$ cat config.mk
export PLATFORM = sky130hd
export DESIGN_NAME = conv_encoder_table
export DESIGN_NICKNAME = d
export VERILOG_FILES = /design/src/rtl/conv_encoder_table_pkg.sv /design/src/rtl/conv_encoder_table_trellis_table.sv /design/src/rtl/conv_encoder_table.sv
export SDC_FILE = /design/constraint.sdc
export NUM_CORES = 1
export LEC_CHECK = 0
export CORE_MARGIN = 1
export CORE_UTILIZATION = 59
export DETAILED_ROUTE_END_ITERATION = 6
export PLACE_DENSITY = 0.79
export SKIP_CTS_REPAIR_TIMING = 1
export SLEW_MARGIN = 20
export SYNTH_ARGS = -nofsm -noshare
export SYNTH_HDL_FRONTEND = slang
export SYNTH_SLANG_ARGS = --single-unit
$ cat constraint.sdc
create_clock -name clk -period 3.6 [get_ports clk]
set_clock_uncertainty 0.15 [all_clocks]
set_input_delay 0.72 -clock clk [delete_from_list [all_inputs] [get_ports clk]]
set_output_delay 0.72 -clock clk [all_outputs]
set_load 0.01 [all_outputs]
$ cat src/rtl/conv_encoder_table_pkg.sv
// Shared trellis definitions for the table-driven convolutional encoder and the Viterbi decoder.
// Code geometry, table widths and frame-control state encodings live here.
package conv_encoder_table_pkg;

    function automatic int clog2(input int value);
        int r;
        int v;
        r = 0;
        v = value - 1;
        while (v > 0) begin
            r++;
            v = v >> 1;
        end
        return r;
    endfunction

    localparam int CODE_N     = 2;
    localparam int CODE_K     = 1;
    localparam int CODE_M     = 4;
    localparam int STATE_W    = CODE_M - CODE_K;
    localparam int FRAME_L    = 7;
    localparam int TAIL_T     = (CODE_M - 1) / CODE_K;
    localparam int DATA_SYMS  = FRAME_L - TAIL_T;
    localparam int CNT_W      = clog2(FRAME_L + 1);
    localparam int NUM_STATES = 1 << STATE_W;
    localparam int NUM_INPUTS = 1 << CODE_K;
    localparam int TBL_DEPTH  = NUM_STATES * NUM_INPUTS;
    localparam int TBL_IDX_W  = STATE_W + CODE_K;

    typedef enum logic [1:0] {
        RUN  = 2'd0,
        TAIL = 2'd1,
        DONE = 2'd2
    } enc_fsm_e;

endpackage

$ cat src/rtl/conv_encoder_table_trellis_table.sv
// Next-state / output trellis RAM: one write port (the load interface) and
// one combinational read port indexed by (state, input).
module trellis_table
    import conv_encoder_table_pkg::*;
(
    input  logic               clk,
    input  logic               reset,
    input  logic               we,
    input  logic [STATE_W-1:0] wr_state,
    input  logic [CODE_K-1:0]  wr_input,
    input  logic [STATE_W-1:0] wr_next,
    input  logic [CODE_N-1:0]  wr_out,
    input  logic [STATE_W-1:0] rd_state,
    input  logic [CODE_K-1:0]  rd_input,
    output logic [STATE_W-1:0] rd_next,
    output logic [CODE_N-1:0]  rd_out
);

    logic [STATE_W-1:0] nxt_q [TBL_DEPTH];
    logic [STATE_W-1:0] nxt_d [TBL_DEPTH];
    logic [CODE_N-1:0]  out_q [TBL_DEPTH];
    logic [CODE_N-1:0]  out_d [TBL_DEPTH];
    logic [TBL_IDX_W-1:0] wr_idx;
    logic [TBL_IDX_W-1:0] rd_idx;

    assign wr_idx = {wr_state, wr_input};
    assign rd_idx = {rd_state, rd_input};

    always_comb begin
        nxt_d = nxt_q;
        out_d = out_q;
        if (we) begin
            nxt_d[wr_idx] = wr_next;
            out_d[wr_idx] = wr_out;
        end
    end

    always_ff @(posedge clk or posedge reset) begin
        if (reset) begin
            for (int i = 0; i < TBL_DEPTH; i++) begin
                nxt_q[i] <= '0;
                out_q[i] <= '0;
            end
        end else begin
            nxt_q <= nxt_d;
            out_q <= out_d;
        end
    end

    assign rd_next = nxt_q[rd_idx];
    assign rd_out  = out_q[rd_idx];

endmodule

$ cat src/rtl/conv_encoder_table.sv
// Table-driven convolutional encoder: one frame of data symbols plus zero tail
// symbols, each mapped through the loaded trellis onto a valid/ready output register.
module conv_encoder_table
    import conv_encoder_table_pkg::*;
(
    input  logic               clk,
    input  logic               reset,
    input  logic               restart,
    input  logic               load,
    input  logic [STATE_W-1:0] state_address,
    input  logic [CODE_K-1:0]  input_address,
    input  logic [STATE_W-1:0] next_state_data,
    input  logic [CODE_N-1:0]  output_data,
    input  logic               in_valid,
    output logic               in_ready,
    input  logic [CODE_K-1:0]  data_in,
    output logic               out_valid,
    input  logic               out_ready,
    output logic [CODE_N-1:0]  encoded,
    output logic               out_last,
    output logic               done,
    output logic               term_ok
);

    enc_fsm_e           state_q, state_d;
    logic [STATE_W-1:0] enc_state_q, enc_state_d;
    logic [CNT_W-1:0]   sym_cnt_q, sym_cnt_d;
    logic [CNT_W-1:0]   sym_cnt_inc;
    logic               out_valid_q, out_valid_d;
    logic               out_last_q, out_last_d;
    logic [CODE_N-1:0]  encoded_q, encoded_d;
    logic               can_gen;
    logic               gen;
    logic [CODE_K-1:0]  u;
    logic [STATE_W-1:0] tbl_next;
    logic [CODE_N-1:0]  tbl_out;

    trellis_table u_table (
        .clk      (clk),
        .reset    (reset),
        .we       (load),
        .wr_state (state_address),
        .wr_input (input_address),
        .wr_next  (next_state_data),
        .wr_out   (output_data),
        .rd_state (enc_state_q),
        .rd_input (u),
        .rd_next  (tbl_next),
        .rd_out   (tbl_out)
    );

    // A new symbol may enter the output register only if it is empty or draining now.
    assign can_gen     = !load && (!out_valid_q || out_ready);
    assign in_ready    = !reset && (state_q == RUN) && can_gen;
    assign u           = (state_q == RUN) ? data_in : '0;
    assign sym_cnt_inc = sym_cnt_q + 1'b1;

    always_comb begin
        gen = 1'b0;
        case (state_q)
            RUN:     gen = in_valid && in_ready;
            TAIL:    gen = can_gen;
            default: gen = 1'b0;
        endcase
    end

    always_comb begin
        state_d     = state_q;
        enc_state_d = enc_state_q;
        sym_cnt_d   = sym_cnt_q;
        out_valid_d = out_valid_q;
        out_last_d  = out_last_q;
        encoded_d   = encoded_q;
        if (restart) begin
            state_d     = RUN;
            enc_state_d = '0;
            sym_cnt_d   = '0;
            out_valid_d = 1'b0;
            out_last_d  = 1'b0;
        end else begin
            if (gen) begin
                encoded_d   = tbl_out;
                enc_state_d = tbl_next;
                out_valid_d = 1'b1;
                sym_cnt_d   = sym_cnt_inc;
                out_last_d  = (sym_cnt_q == CNT_W'(FRAME_L - 1));
                if (state_q == RUN && sym_cnt_inc == CNT_W'(DATA_SYMS))
                    state_d = TAIL;
                if (state_q == TAIL && sym_cnt_inc == CNT_W'(FRAME_L))
                    state_d = DONE;
            end else if (out_valid_q && out_ready) begin
                out_valid_d = 1'b0;
            end
        end
    end

    always_ff @(posedge clk or posedge reset) begin
        if (reset) begin
            state_q     <= RUN;
            enc_state_q <= '0;
            sym_cnt_q   <= '0;
            out_valid_q <= 1'b0;
            out_last_q  <= 1'b0;
            encoded_q   <= '0;
        end else begin
            state_q     <= state_d;
            enc_state_q <= enc_state_d;
            sym_cnt_q   <= sym_cnt_d;
            out_valid_q <= out_valid_d;
            out_last_q  <= out_last_d;
            encoded_q   <= encoded_d;
        end
    end

    assign out_valid = out_valid_q;
    assign out_last  = out_last_q;
    assign encoded   = encoded_q;
    assign done      = (state_q == DONE);
    assign term_ok   = (state_q == DONE) && (enc_state_q == '0);

endmodule

* Word-level counts from Yosys, hierarchy flattened
Index checks and enable logic that the tools add are counted.
** Storage, ports and cells
- Register bits :: 92
- Bits of input ports :: 16
- Output and inout port bits :: 7
- Word-level logic and storage cells :: 97
** Operators by class
- Add/subtract/negate cells :: 1
- $lt $le $gt $ge :: 3
- Equal/unequal tests :: 5
- Muxes and demuxes :: 27
- Bitwise gates (word level) :: 3
- Reduce and logical (&&, ||, !) cells :: 20
** Operators with widths (count)
- $bwmux W48 :: 1
- $bwmux W32 :: 1
- $mux W3 :: 7
- $mux W2 :: 7
- $bmux W3 S4 :: 1
- $demux W3 S4 :: 1
- $ge A5 B5 Y1 const B :: 2
- $not A4 Y5 :: 2
- $eq A3 B3 Y1 const B :: 3
- $logic_and A1 B1 Y1 :: 9
- $bmux W2 S4 :: 1
- $demux W2 S4 :: 1
- $mux W1 :: 6
- $reduce_bool A3 Y1 :: 2
- $lt A5 B1 Y1 const B :: 1
- $reduce_and A2 Y1 :: 2
- $add A3 B1 Y3 const B :: 1
- $logic_not A1 Y1 :: 3
- $logic_not A3 Y1 :: 1
- $eq A2 B1 Y1 const B :: 1
- $eq A2 B2 Y1 const B :: 1
- $logic_not A2 Y1 :: 1
- $pmux W1 S2 :: 1
- $reduce_bool A2 Y1 :: 1
- other kinds (2) :: 2

* Depth between registers and ports, before layout
- Depth in word-level cells :: 8
- Gate-level depth with buffers :: 7
- Gate-level depth less buffers :: 5

* Hierarchy
Synthesis repeated with hierarchy kept, for this count alone.
** Unflattened totals
- Cell total of the unflattened synthesis :: 300
- Area total of the unflattened synthesis :: 4341.7 um2
** Modules (own cells, without submodules)
- trellis_table :: instances 1, cells an instance 241, area an instance 3721.1 um2, sequential area each 2001.9 um2
- conv_encoder_table :: instances 1, cells an instance 59, area an instance 620.6 um2, sequential area each 300.3 um2

* Least setup slack after synthesis
OpenSTA, ideal clock, no wires.
- Path type :: input -> output
- Start :: in load
- End :: out in_ready
- Arrival :: 1.428 ns
- Data required time :: 2.730 ns
- Setup slack :: 1.302 ns
- Stages on the path :: 3
- Buffers on the path :: 1
- Cell sequence :: or2_1 -> buf_2 -> nor4_1
** Between the ends
- Word-level cells in the longest chain between the ends :: 3
** Ends and longest elaborated chain
- start, declared :: line conv_encoder_table.sv:9 : input logic load,
- $logic_not A1 Y1 :: line conv_encoder_table.sv:53 : assign can_gen = !load && (!out_valid_q || out_ready);
- $logic_and A1 B1 Y1 :: line conv_encoder_table.sv:53
- $logic_and A1 B1 Y1 :: line conv_encoder_table.sv:54 : assign in_ready = !reset && (state_q == RUN) && can_gen;
- end, declared :: line conv_encoder_table.sv:15 : output logic in_ready,
No other way between the ends.

* Worst setup path after layout
Ends and elaborated chain as after synthesis.

==> impl_metrics.ini <==
[clock_tree]
path_clk_slew_ns = 0.09
tritoncts = done
tritoncts.num_buffers = 9
cts_max_path_buffers = 2
worst_skew_pair.late_latency_ns = 0.36
cts-htree-levels = 3
clk_root_buffer_cell = sky130_fd_sc_hd__clkbuf_8
cts.sink_count = 92

[power]
post-layout-total-power_mw = 2.502
leakage_nw = 2.061
vdd.ir_drop.worst_v = 0.0003292
power_density_mw_per_mm2 = 506.5

[grt]
grt.overflow.total = 0
first_global_vias = 2678
grt_start_max_net_pins = 47
grt_first_pass_wirelength_um = 14350
global_route.usage.total = 0.2565
initial_antenna_violation_count = 0

[floorplan]
chipWidth_um = 88.87
start_util = 0.6105
dieHeight_um = 88.87
die-area_mm2 = 0.007897
design.core.area_mm2 = 0.007292
floorplan.rows = 31
i_o_pins = 23

[routing]
wl_met2_um = 4374
ant_nets = 0
drt-total-wl_um = 8925
drtIter0Drc = 222
detailroute.wirelength.met3_um = 325
top_layer = met4
met1Wirelength_um = 4115
wire_per_inst_um = 19.97
drt_pre_antenna_iters = 4
post-route-drc-count = 0
number_of_vias_in_the_routed_layout = 2662
routed_via_density = 5.955

[sta]
timing.final.setup_violations = 0
grt_setup_unrepaired = false
timing.slew.headroom = 0.4497
final_max_slew_viol_count = 0
clock.fmax_mhz = 312.8
final_min_period_over_clock_period = 0.8880
period_needed_ns = 3.197
setup_ws_ns = 0.4032
totalNegativeSetupSlack_ns = 0
hold_fails_final_rpt = 0
worstMarginPinSlew_ns = 0.8255

[yosys]
ys.flop_type = sky130_fd_sc_hd__dfrtp_1
synth-edff-count = 0
synth_seq_cells = 92
yosys.area.top_type = sky130_fd_sc_hd__dfrtp_1
yosys.area.top_type_share = 0.5171
synthesized_instance_count = 327
async_flop_share = 1.000
syn-num-nets = 346
synth.distinct_cells = 44
synth.yosys.seq_area_share = 0.5171
synthesis.area_mm2 = 0.004452
post_synth_main_area_contributors = sky130_fd_sc_hd__dfrtp_1 (52%), sky130_fd_sc_hd__mux2_1 (18%), sky130_fd_sc_hd__mux4_2 (5.6%)
post_synth.cell_area_avg_um2 = 13.61
synth-warning-count = 0

[job]
maxCapViolations = 0

[finish]
post_route_cells_drive_above_1_share = 0.1437
design.final.nets = 363
antenna_cells = 0
syn2layout_area_growth_pct = 10.96
layout.filler_cells = 530

[setup_path]
critPathCaptureType = primary output
reg2reg_depth = 4
cp_max_fo = 6
r2r_end = encoded[1]$_DFFE_PP0P_
timing.critical_path.required_ns = 2.73
crit_type = in2out
timing.reg2reg.setup_slack_ns = 1.07
setup.worst_path.start_class = input pin
arrival_ns = 2.33
worst_flop_to_flop_path_startpoint = enc_state_q[0]$_DFFE_PP0P_

[placed_design]
dpl.hpwl_um = 6301
port_buffers = 22
post_place_setup_slack_ns = 0.4098
gp_congestion = 0.8534

[worst_hold_path]
worstHoldPathCells = 1
min_from = u_table.out_q[12]$_DFFE_PP0P_
min_path_type = reg2reg
worstHoldEndpoint = u_table.out_q[12]$_DFFE_PP0P_

[run_status]
outcome = finished, final reports clean
[worst max-delay path, cell delays in order]
cell and delay, ns:
sky130_fd_sc_hd__clkdlybuf4s50_1 0.49, sky130_fd_sc_hd__or2_1 0.35, sky130_fd_sc_hd__nor4_1 0.19, sky130_fd_sc_hd__clkdlybuf4s50_1 0.58
[through the flow]
step                hold slack [ns]  cell area [um^2]  utilization  instances
floorplan                    0.2996              4452            -        327
global placement             0.3123              4748       0.6512        432
detailed placement           0.3191              4748       0.6512        432
CTS                          0.3383              4940       0.6774        447
global route                 0.3498              4940       0.6774        447
finish                       0.3388              4940       0.6774        447
[report_power, final]
part	switching, mW	internal [mW]	total (mW)
clock	0.347	0.335	0.682
sequential	0.115	1.25	1.37
combinational	0.195	0.259	0.454
total	0.657	1.84	2.50
[worst max-delay path by stage]
stage	start	to	slack, ns
finish	load	in_ready	0.40
global route	load	in_ready	0.30
CTS	load	in_ready	0.41
detailed placement	load	in_ready	0.41
global placement	load	in_ready	0.40
floorplan	reset	enc_state_q[0]$_DFFE_PP0P_	0.34
[flip-flops by register name (all words and copies together), names as in the netlist]
| name | flops |
|---|---|
| enc_state_q | 3 |
| encoded | 2 |
| out_last | 1 |
| out_valid | 1 |
| state_q | 2 |
| sym_cnt_q | 3 |
| u_table.nxt_q | 48 |
| u_table.out_q | 32 |
[synthesized netlist by cell type (all sizes together), types with 3 or more instances]
library cell  instances
ha                    3
mux2                 84
mux2i                22
nor2                 15
o21ai                 3
nor2b                 5
buf                   7
nor3b                 3
nand2b                7
mux4                 11
dfrtp                92
nand3                 5
xnor2                 3
a21oi                 3
inv                   4
clkbuf               15
nand2                 9
nor3                  5
or3                   5
[cell families (layout without fill, tap and decap cells)]
kind of cell             count (synthesis)  in the layout  synth area share
adder cells (fa/ha/maj)                  3              3          0.008433
AND/OR/NAND/NOR                         63             63           0.07757
multiplexers                           117            117            0.3184
XOR/XNOR                                 3              3          0.005903
flip-flops                              92             92            0.5171
buffers and inverters                   26             47           0.02867
AO/OA/AOI/OAI                           23             23           0.04385
[final cells by class]
type                       count  area [um^2]  share of cell area
tap                           99        123.9             0.02508
clock inverter                 4        50.05             0.01013
timing repair buffer          28        277.8             0.05623
inverter                       4        16.27            0.003293
sequential                    92         2302              0.4661
clock buffer                  11        141.4             0.02862
multi-input combinational    209         2028              0.4106
[layout by cell type, fill, tap and decap left out, types with 5 or more instances in the layout]
cell type and instances:
sky130_fd_sc_hd__nand2b_1 7, sky130_fd_sc_hd__buf_4 5, sky130_fd_sc_hd__nor2b_1 5, sky130_fd_sc_hd__mux2_1 72
sky130_fd_sc_hd__clkdlybuf4s50_1 22, sky130_fd_sc_hd__mux2i_1 22, sky130_fd_sc_hd__dfrtp_1 92, sky130_fd_sc_hd__nand2_1 9
sky130_fd_sc_hd__nand3_1 5, sky130_fd_sc_hd__or3_1 5, sky130_fd_sc_hd__clkbuf_8 10, sky130_fd_sc_hd__nor2_1 15
sky130_fd_sc_hd__mux2_2 11, sky130_fd_sc_hd__mux4_2 11
[routing by layer]
metal,vias up,global-route usage
li1,1219,-
met1,1384,0.3576
met2,49,0.4063
met3,10,0.06063
met4,0,0.07185
met5,-,0
No activity file was read; power rests on OpenSTA's default activity.
==> patch, RTL diff (same settings) <==
Encoding of `enc_fsm_e`: now one-hot (3 bits for 3 states).
--- a/src/rtl/conv_encoder_table_pkg.sv
+++ b/src/rtl/conv_encoder_table_pkg.sv
@@ -28,8 +28,8 @@
     localparam int TBL_IDX_W  = STATE_W + CODE_K;
 
-    typedef enum logic [1:0] {
-        RUN  = 2'd0,
-        TAIL = 2'd1,
-        DONE = 2'd2
+    typedef enum logic [2:0] {
+        RUN  = 3'b001,
+        TAIL = 3'b010,
+        DONE = 3'b100
     } enc_fsm_e;
 
Formal check against the unedited RTL: same outputs for any inputs over 4 cycles, from zero or initial values and one cycle with reset high; so few cycles prove little.
==> patch against the unedited design <==
- count of clock-buffer cells in the layout is the same
- hold slack gained 0.016 ns
- area after synthesis grew 0.51%
- design area grew 1.3%
- setup slack gained 0.12 ns
- power grew 6.2%
- sequential cell count grew 1
- routed wire length grew 13%
- critical path type unchanged
==> patch: results (changes against the unedited design) <==
Run status:
- The flow ran to the end, and the final reports show no timing, DRC or antenna violations.

Global route:
- The global-route wire length before repair is 16490 um (+15%).
- The met1 usage is 0.3989 (+0.04128).
- The met2 layer usage reported by global route is 0.4608 (+0.05450).
- The via count of the first global-routing pass is 3110 (+16%).
- The total routing usage reported by global routing is 0.2907 (+0.03417).
- The largest net degree at the start of global routing is 94 (+100%).
- The met3 demand-to-capacity share in global routing was 0.05817 (-0.002463).

Pwr:
- The peak supply drop is 335.4 uV (+1.9%).

Route:
- The number of iterations in the first detailed-routing pass was 5 (+1).
- The DRC violation total after the first TritonRoute iteration is 236 (+6.3%).
- The detailed-route via count is 3012 (+13%).
- The post-detailed-route wirelength per cell is 21.04 um (+5.4%).

Critical path:
- The largest fanout on the critical path was 8 (+2).
- The register-to-register setup slack is 1.09 ns (+0.02 ns).
- The number of cells on the worst reg-to-reg path is 5 (+1).
- The endpoint identified for the worst register-to-register timing path is enc_state_q[0].
- The endpoint arrival time on the critical path was 2.21 ns (-0.12 ns).
- The start of the worst register-to-register path is state_q[0].

Placement:
- The total placed instance area is 4770 sq um (+0.45%).
- The half-perimeter wire length of the detailed placement result is 6749 um (+7.1%).

Synthesis:
- The synthesized-area fraction occupied by adder cells is 0.008389 (-0.00004244).
- The share of the synthesized area in compound gates (AO/OA/AOI/OAI) is 0.04586 (+0.002016).
- Ranked by instance count, the synthesized netlist is headed by sky130_fd_sc_hd__dfrtp_1, sky130_fd_sc_hd__mux2_2, sky130_fd_sc_hd__nand2_1.
- Sorting the synthesized cells by area gives the leading types as sky130_fd_sc_hd__dfrtp_1, sky130_fd_sc_hd__mux2_2, sky130_fd_sc_hd__nand2_1.
- The sequential fraction of the synthesis area is 0.5204 (+0.003269).
- The number of nets produced by synthesis is 377 (+9.0%).
- The top-area cell type share of the netlist area is 0.5145 (-0.002603).
- The mux share of post-synthesis cell area is 0.2648 (-0.05362).

Cells and area:
- The total of fill cells in the finished design came to 532 (+0.38%).
- The post-layout net count came to 395 (+8.8%).
- The ratio of cells with drive above 1 in the final layout is 0.3045 (+0.1608).

Min path:
- For hold timing, the worst endpoint is u_table.out_q[19].

Timing:
- The hold slack is 0.3544 ns (+0.01562 ns).
[patch: power groups by stage]
| stage | registers (mW) | clock network [mW] | logic (mW) |
|---|---|---|---|
| 2_1_floorplan | 1.36 | 0 | 0.353 |
| 3_3_place_gp | 1.39 | 0 | 0.448 |
| 3_5_place_dp | 1.40 | 0 | 0.466 |
| 4_1_cts | 1.38 | 0.808 | 0.470 |
| 5_1_grt | 1.41 | 0.850 | 0.515 |
| 6_report | 1.38 | 0.805 | 0.468 |
[patch: critical path: stages]
cell	delay, ns
sky130_fd_sc_hd__clkdlybuf4s50_1	0.45
sky130_fd_sc_hd__nand2b_1	0.25
sky130_fd_sc_hd__and3_1	0.23
sky130_fd_sc_hd__clkdlybuf4s50_1	0.55
[patch: layout make-up]
class | instances | area [sq um] | share of cell area
clock buffer | 11 | 151.4 | 0.03026
clock inverter | 5 | 82.58 | 0.01650
inverter | 6 | 23.77 | 0.004751
multi-input combinational | 238 | 2016 | 0.4028
sequential | 93 | 2328 | 0.4654
tap | 99 | 123.9 | 0.02476
timing repair buffer | 28 | 277.8 | 0.05551
[patch: how the worst max path moves through the flow]
stage | startpoint | endpoint | slack, ns | depth (start not counted)
after floorplan | reset | enc_state_q[0] | 0.31 | 1
after global placement | data_in | encoded[1] | 0.48 | 6
final | out_ready | in_ready | 0.52 | 4
after CTS | out_ready | in_ready | 0.52 | 4
after global routing | out_ready | in_ready | 0.45 | 4
after detailed placement | data_in | encoded[1] | 0.42 | 6
[patch: stage by stage]
stage	worst slack (ns)	cells
after floorplan	0.3113	358
after global placement	0.4818	464
after detailed placement	0.4155	464
after CTS	0.5172	480
after global routing	0.4498	480
final	0.5249	480
[patch: per-layer routing]
metal  vias up  wire (um)
met5         -          0
met4         0        240
met3        23        577
met2       115       4841
met1      1541       4440
li1       1333          -
